--- src/rtl/idma_rd_arb.sv ---
// Read-channel arbiter for an iDMA engine: round-robin AR muxing onto one AXI port and rid-based R demux.
// Optional macro IDMA_RD_ARB_PRIO_EN adds a per-channel priority input (ch_prio).
module idma_rd_arb #(
  parameter int NUM_CH       = 4,
  parameter int AXI_DATA_WID = 256,
  parameter int AXI_ADDR_WID = 32,
  parameter int AXI_IDW      = 4,
  parameter int AXI_LENW     = 4
) (
  input  logic                           aclk,
  input  logic                           areset,
  input  logic [NUM_CH-1:0]              ch_arvalid,
  input  logic [NUM_CH*AXI_ADDR_WID-1:0] ch_araddr,
  input  logic [NUM_CH*AXI_LENW-1:0]     ch_arlen,
  output logic [NUM_CH-1:0]              ch_arready,
`ifdef IDMA_RD_ARB_PRIO_EN
  input  logic [NUM_CH-1:0]              ch_prio,
`endif
  input  logic [3:0]                     cfg_outstd,
  input  logic                           cfg_outstd_en,
  output logic                           arvalid,
  output logic [AXI_IDW-1:0]             arid,
  output logic [AXI_ADDR_WID-1:0]        araddr,
  output logic [AXI_LENW-1:0]            arlen,
  output logic [2:0]                     arsize,
  output logic [1:0]                     arburst,
  input  logic                           arready,
  input  logic                           rvalid,
  input  logic [AXI_IDW-1:0]             rid,
  input  logic                           rlast,
  input  logic [AXI_DATA_WID-1:0]        rdata,
  input  logic [1:0]                     rresp,
  output logic                           rready,
  output logic [NUM_CH-1:0]              ch_rvalid,
  output logic [AXI_DATA_WID-1:0]        ch_rdata,
  output logic                           ch_rlast,
  output logic [1:0]                     ch_rresp,
  input  logic [NUM_CH-1:0]              ch_rready,
  output logic [NUM_CH*5-1:0]            ch_outstd_cnt,
  output logic                           rid_err
);

  localparam int              CW       = 5;
  localparam logic [AXI_IDW:0] CH_LIMIT = (AXI_IDW+1)'(NUM_CH);
  localparam logic [2:0]      ARSIZE   = 3'($clog2(AXI_DATA_WID / 8));

  // Handshake rule on every port pair: a transfer happens on a rising aclk edge
  // where valid and ready are both high; valid and payload hold until then.

  logic [AXI_IDW-1:0]      ptr;
  logic [CW-1:0]           cnt [NUM_CH];
  logic [CW:0]             inflight [NUM_CH];
  logic [CW:0]             limit;
  logic [NUM_CH-1:0]       elig;
  logic [AXI_IDW:0]        pick;
  logic                    grant_found;
  logic [AXI_IDW-1:0]      grant_idx;
  logic [AXI_ADDR_WID-1:0] sel_addr;
  logic [AXI_LENW-1:0]     sel_len;
  logic                    ar_load;
  logic                    ar_hs;
  logic                    rid_ok;
  logic                    r_last_hs;
  logic [NUM_CH-1:0]       inc_v;
  logic [NUM_CH-1:0]       dec_v;
  logic [NUM_CH-1:0]       zero_v;
  logic                    underflow;

  // Returns {found, index} of the first set mask bit scanning upward from start.
  function automatic logic [AXI_IDW:0] rr_pick(input logic [NUM_CH-1:0] mask,
                                               input logic [AXI_IDW-1:0] start);
    logic [AXI_IDW:0] res;
    int               idx;
    res = '0;
    for (int k = 0; k < NUM_CH; k++) begin
      idx = int'(start) + k;
      if (idx >= NUM_CH) idx = idx - NUM_CH;
      if (!res[AXI_IDW] && mask[idx]) res = {1'b1, AXI_IDW'(idx)};
    end
    return res;
  endfunction

  // A request parked in the AR register counts toward its channel's limit,
  // otherwise one extra burst would slip through while the slot drains.
  assign limit = {2'b00, cfg_outstd} + (CW+1)'(1);

  always_comb begin
    for (int i = 0; i < NUM_CH; i++) begin
      inflight[i] = {1'b0, cnt[i]} +
                    ((arvalid && arid == AXI_IDW'(i)) ? (CW+1)'(1) : (CW+1)'(0));
      elig[i]     = ch_arvalid[i] && (!cfg_outstd_en || inflight[i] < limit);
    end
  end

`ifdef IDMA_RD_ARB_PRIO_EN
  logic [AXI_IDW:0] pick_hi;
  always_comb begin
    pick_hi = rr_pick(elig & ch_prio, ptr);
    pick    = pick_hi[AXI_IDW] ? pick_hi : rr_pick(elig, ptr);
  end
`else
  always_comb begin
    pick = rr_pick(elig, ptr);
  end
`endif

  assign grant_found = pick[AXI_IDW];
  assign grant_idx   = pick[AXI_IDW-1:0];
  assign ar_hs       = arvalid && arready;
  assign ar_load     = grant_found && (!arvalid || arready) && !areset;

  always_comb begin
    ch_arready = '0;
    sel_addr   = '0;
    sel_len    = '0;
    for (int i = 0; i < NUM_CH; i++) begin
      ch_arready[i] = ar_load && (grant_idx == AXI_IDW'(i));
      if (grant_idx == AXI_IDW'(i)) begin
        sel_addr = ch_araddr[i*AXI_ADDR_WID +: AXI_ADDR_WID];
        sel_len  = ch_arlen[i*AXI_LENW +: AXI_LENW];
      end
    end
  end

  // Single AR slot: reloads in the same cycle it drains.
  always_ff @(posedge aclk) begin
    if (areset) begin
      arvalid <= 1'b0;
      arid    <= '0;
      araddr  <= '0;
      arlen   <= '0;
      ptr     <= '0;
    end else if (ar_load) begin
      arvalid <= 1'b1;
      arid    <= grant_idx;
      araddr  <= sel_addr;
      arlen   <= sel_len;
      ptr     <= (grant_idx == AXI_IDW'(NUM_CH - 1)) ? '0 : grant_idx + AXI_IDW'(1);
    end else if (ar_hs) begin
      arvalid <= 1'b0;
    end
  end

  assign arsize  = ARSIZE;
  assign arburst = 2'b01;

  // R demux; beats carrying an unknown id are accepted and dropped.
  assign rid_ok = {1'b0, rid} < CH_LIMIT;

  always_comb begin
    ch_rvalid = '0;
    rready    = !rid_ok;
    for (int i = 0; i < NUM_CH; i++) begin
      if (rid == AXI_IDW'(i)) begin
        ch_rvalid[i] = rvalid;
        rready       = ch_rready[i];
      end
    end
  end

  assign ch_rdata  = rdata;
  assign ch_rlast  = rlast;
  assign ch_rresp  = rresp;
  assign r_last_hs = rvalid && rready && rlast && rid_ok;

  always_comb begin
    for (int i = 0; i < NUM_CH; i++) begin
      inc_v[i]  = ar_hs && (arid == AXI_IDW'(i));
      dec_v[i]  = r_last_hs && (rid == AXI_IDW'(i));
      zero_v[i] = (cnt[i] == '0);
      ch_outstd_cnt[i*CW +: CW] = cnt[i];
    end
    underflow = |(dec_v & ~inc_v & zero_v);
  end

  // Counters saturate at both ends; a burst issued and retired together nets out.
  always_ff @(posedge aclk) begin
    if (areset) begin
      for (int i = 0; i < NUM_CH; i++) cnt[i] <= '0;
      rid_err <= 1'b0;
    end else begin
      for (int i = 0; i < NUM_CH; i++) begin
        if (inc_v[i] && !dec_v[i]) begin
          if (cnt[i] != '1) cnt[i] <= cnt[i] + CW'(1);
        end else if (dec_v[i] && !inc_v[i] && !zero_v[i]) begin
          cnt[i] <= cnt[i] - CW'(1);
        end
      end
      if ((rvalid && !rid_ok) || underflow) rid_err <= 1'b1;
    end
  end

endmodule
--- config.mk ---
export PLATFORM = sky130hd
export DESIGN_NAME = idma_rd_arb
export DESIGN_NICKNAME = d
export VERILOG_FILES = /design/src/rtl/idma_rd_arb.sv
export SDC_FILE = /design/constraint.sdc
export NUM_CORES = 1
export LEC_CHECK = 0
export ABC_AREA = 1
export CAP_MARGIN = 20
export CORE_AREA = 2 2 294 296
export CTS_CLUSTER_DIAMETER = 80
export DETAILED_ROUTE_END_ITERATION = 8
export DIE_AREA = 0 0 296 298
export PLACE_DENSITY = 0.35
export SLEW_MARGIN = 20
export SYNTH_ARGS = -nofsm -noshare
export SYNTH_HDL_FRONTEND = slang
export SYNTH_SLANG_ARGS = --single-unit
--- constraint.sdc ---
create_clock -name aclk -period 3.6 [get_ports aclk]
set_input_delay 0.54 -clock aclk [delete_from_list [all_inputs] [get_ports aclk]]
set_output_delay 0.54 -clock aclk [all_outputs]
set_load 0.005 [all_outputs]
[Word-level counts from Yosys, hierarchy flattened]
Memory sizes are Yosys's and may differ from the RTL's.
Cells that the tools add are included.
Cells by class
  add/subtract/negate cells: 21
  $lt $le $gt $ge: 13
  equality and inequality tests: 13
  muxes and demuxes: 85
  bitwise operators: 11
  reductions and logical operators: 76
Operator list (number)
  $mux 32: 8
  $lt 32x4->1 const B: 4
  $mux 5: 12
  $mux 1: 56
  $logic_and 1x1->1: 42
  $add 5x1->6: 4
  $eq 4x2->1 const B: 6
  $lt 6x5->1: 4
  $add 5x1->5 const B: 4
  $logic_not 5->1: 4
  $mux 4: 5
  $ne 5x5->1 const B: 4
  $sub 5x1->5 const B: 4
  $logic_not 1->1: 19
  $sub 5x3->6 const B: 3
  $ge 5x3->1 const B: 3
  $eq 4x1->1 const B: 3
  $logic_not 4->1: 3
  $add 4x1->5 const B: 2
  $add 4x2->5 const B: 2
  $and 4x4->4: 2
  $bmux 1 s2: 4
  $or 1x1->1: 8
  $logic_or 1x1->1: 6
  other kinds (7): 7
Word-level totals
  register bits after elaboration: 46
  RAM bits: 20
  logic and storage cells: 226
  memories: 1
Memories
  cnt: words 4, width 5, read ports 4, clocked after memory_dff 0, wr ports 4, line 51  | logic [CW-1:0] cnt [NUM_CH];

[Depth between registers and ports, before layout]
  depth after elaboration: 25
  depth in mapped cells: 33
  depth with buffers taken out: 32

[Worst setup path after synthesis]
No wires, ideal clock.
  path type: reg-to-output
  start point: register arid[3]
  end point: output ch_arready[3]
  data arrival time: 3223 ps
  path slack: -163 ps
  cell stages (with the launch flop): 30
  cells stage by stage: dfxtp_1 -> nor2_1 -> nand2_1 -> nor3_1 -> ha_1 -> nand3_1 -> xor2_1 -> inv_1 -> ha_1 -> nand2_1 -> inv_1 -> nand2_1 -> nand2_1 -> nand2_1 -> nand2_1 -> nand2_1 -> nand3_2 -> nand2_1 -> nand2_2 -> nand2_2 -> nor2_4 -> nand2_1 -> nand2_1 -> nand2_1 -> nand3_1 -> inv_1 -> ha_1 -> nand2_1 -> nor2_4 -> buf_4
Between the ends
  elaborated cells on any way between the ends: 54
RTL lines
  start: declaration: line 22  | output logic [AXI_IDW-1:0] arid,
  start signal: assignment: line 135  | arid <= grant_idx;
  $eq 4x1->1, or another cell as far along: line 90  | ((arvalid && arid == AXI_IDW'(i)) ? (CW+1)'(1) : (CW+1)'(0));
  $logic_and 1x1->1: line 90
  $mux 1: line 90
  $add 5x1->6: line 89  | inflight[i] = {1'b0, cnt[i]} +
  $lt 6x5->1: line 91  | elig[i] = ch_arvalid[i] && (!cfg_outstd_en || inflight[i] < limit);
  $logic_or 1x1->1: line 91
  $logic_and 1x1->1: line 91
  $bmux 1 s2: line 78  | if (!res[AXI_IDW] && mask[idx]) res = {1'b1, AXI_IDW'(idx)};
  (+7 left out)
  $logic_and 1x1->1: line 78
  $mux 5: line 78
  $logic_not 1->1: line 78
  $logic_and 1x1->1: line 78
  $mux 5 *: line 78
  net pick[0]: line 55  | logic [AXI_IDW:0] pick;
  $eq 4x2->1 *: line 117  | ch_arready[i] = ar_load && (grant_idx == AXI_IDW'(i));
  $logic_and 1x1->1 *: line 117
  end: declaration: line 15  | output logic [NUM_CH-1:0] ch_arready,
The timed path passes the listed nets; every way through them passes the cells marked *. The select of a mux whose other input is x is not followed.

[Worst setup path in the final report]
Ends and elaborated chain as after synthesis.

==> out/metrics.yaml <==
worst-slew-pin-transition_ns: 0.8287
endpoint: "ch_arready[3]"
die_area_um2: 88210
pin_count: 759
syn_avg_cell_area_um2: 6.728
clockBufferDepth: 2
drv_slew: 0
p_leak_nw: 5.285
crit_slowest_cell: "dfxtp_2"
gp_congestion: 0.8089
r2r-end: "araddr[2]"
p_total_mw: 12.91
grtUsageTotal_pct: 9.376
fin_skew_ns: 0.01352
grt_pass1_wl_mm: 59.80
vias_per_cell: 3.383
slowest_delay_ns: 0.33
wl_per_cell_um: 16.93
final_cells: 2486
combPwrFrac_pct: 83.7
cts.sinks: 66
worstPathArrival_ns: 3.88
synthCells: 1252
drive_gt1_share_pct: 30.92
clk_pin_slew_ns: 0.07
ff2ff_path_depth: 36
setup_viol: 42
crit_fanout: 4
area_growth_pct: 57.38
start_util_pct: 9.924
worst_slack_ns: -0.8239
final_common_cell: "clkdlybuf4s50_1"
synth_cell_type_count: 44
antenna_found_initial: 0
wl_mm: 42.09
dp_hpwl_mm: 32.91
diodes: 0
cts-buffers-inserted: 9
period_needed_ns: 4.424
status: "finished, violations left"
end_kind: "output pin"
worst_path_most_repeated_cell: "nand2_2"
placed_cells: 2423
swShare_pct: 49.90
most-common-layout-cells: "clkdlybuf4s50_1 (232), nand2_1 (136), buf_4 (103), inv_1 (97), nor2_1 (87)"
p_int_mw: 6.468
grt_max_degree: 69
io_buffers: 237
rr_startpoint: "arid[3]"
synth_edf_count: 20
cp.required_ns: 3.06
die_width_um: 296
p_clk_share_pct: 8.5
ys.flop_type: "dfxtp_1"
antenna_left: 0
hold_viol_final: 0
firstDrtPassIters: 5
yosys_warnings: 0
rsz0062_at_grt: "true"
grt.overflow.total: 0
violations: "setup timing"
coreArea_um2: 84880
die_h_um: 298
startpoint: "arid[3]"
rows: 107
relSlewSlack_pct: 44.76
rrSetupSlack_ns: -0.72
drt-initial-drc-count: 333
period_share_pct: 122.9
power_switching_mw: 6.441
clock_latency_ns: 0.38
cts_tree: "built"
netlist_area_um2: 8423
max_cap_violations: 0
fin_setup_tns_ns: -26.47
h-tree-depth: 3
cts_hold_buffers: 0
power_frac_seq_pct: 7.9
synth-seq-cells: 66
power.density_nw_per_um2: 973.8
cts_root_buffer: "clkbuf_16"
worstSetupStartpointType: "register"
max_freq_mhz: 226.0
async_reset_ff_share_pct: 0
hold_class: "reg -> reg"
yosysSeqAreaShare_pct: 18.06
ir_drop_v: 0.0007382
nets: 1817
drcViolationCount: 0
grt_pass1_vias: 8779
crit_type: "reg -> out"
num_vias: 8410
## cell families after synthesis
group                      share of synthesized area, %
adders and majority gates                         8.586
AOI/OAI and AO/OA                                 9.136
and+or+nand+nor                                   28.98
DFF                                               18.06
other                                           0.08916
buffers and inverters                             31.92
xor gates and xnor gates                          3.223
## layer usage
metal | track usage [%] | part of all wire (%) | vias to the layer above | wire length [um]
met5 | 0.1109 | 0 | - | 0
met4 | 5.519 | 6.0 | 0 | 2544
met3 | 4.767 | 11 | 112 | 4659
met2 | 14.10 | 43 | 459 | 18110
met1 | 10.55 | 40 | 3859 | 16770
li1 | - | - | 3980 | -
## metrics by stage
step / utilization, % / setup WS [ns] / hold slack, ns / area [um2]
floorplan: - / -0.01339 / 0.4979 / 8511
global placement: 12.87 / -1.322 / 0.5627 / 10920
detailed placement: 12.87 / -1.350 / 0.5728 / 10920
CTS: 14.95 / -0.9151 / 0.5825 / 12690
global route: 15.62 / -1.133 / 0.6515 / 13260
finish: 15.62 / -0.8239 / 0.5986 / 13260
## power groups by stage
stage               clock network (mW)  logic (mW)  registers, mW
floorplan                            0        4.21           1.02
global placement                     0        6.72           1.01
detailed placement                   0        6.76           1.01
CTS                               1.18        10.3           1.01
global route                      1.19        11.6           1.03
finish                            1.09        10.8           1.01
## cell type report
type	instances	area [um2]
clock inverters	5	85.08
fillers	9745	71620
clock buffers	11	254.0
flip-flops and latches	66	1528
repair buffers	390	4050
inverters	113	449.2
multi-input cells	757	5459
well taps	1144	1431
## sequential cells by signal, summed over array words and instances (netlist names)
signal   cells
ptr          4
cnt         20
araddr      32
rid_err      1
arlen        4
arvalid      1
arid         4
## synth_stat cells (7+ instances only)
library cell    n  area, um2
xor2_1         24      210.2
nand4_1        72      450.4
buf_2          22      110.1
nand3_1        80      400.4
inv_1         106      397.9
ha_1           53      663.1
nor2_1        156      585.6
a21boi_1       28      210.2
a21boi_0        7      52.55
nor3_1         17      85.08
clkbuf_1       22      82.58
nand2_2         8      50.05
nand2_1       180      675.7
edfxtp_1       20      600.6
dfxtp_1        46      920.9
o21ai_0        13      65.06
a21oi_1        70      350.3
xnor2_1         7      61.31
buf_4         271       2034
## worst min-delay path by stage
stage | depth (start not counted) | startpoint | slack [ns] | endpoint
global route | 3 | arlen[0] | 0.65 | arlen[0]
finish | 4 | araddr[31] | 0.60 | araddr[31]
detailed placement | 4 | araddr[31] | 0.57 | araddr[31]
floorplan | 2 | arid[2] | 0.50 | arid[2]
global placement | 4 | araddr[9] | 0.56 | araddr[9]
CTS | 4 | araddr[31] | 0.58 | araddr[31]
## worst max-delay path: cells and delay by family, from the launching register on
| family | cells | cell delay (ns) |
|---|---|---|
| flops | 1 | 0.33 |
| fa+ha+maj | 3 | 0.61 |
| simple gates | 20 | 1.94 |
| xor+xnor | 1 | 0.18 |
| buf+inv | 5 | 0.44 |
## timing repair
action | CTS | global route
pin swaps | 139 | 158
buffers inserted | 31 | 9
resized for setup | 233 | 142
gates cloned | 13 | 0
endpoints found under the setup margin | 48 | 49
(Power assumes the default switching activity.)
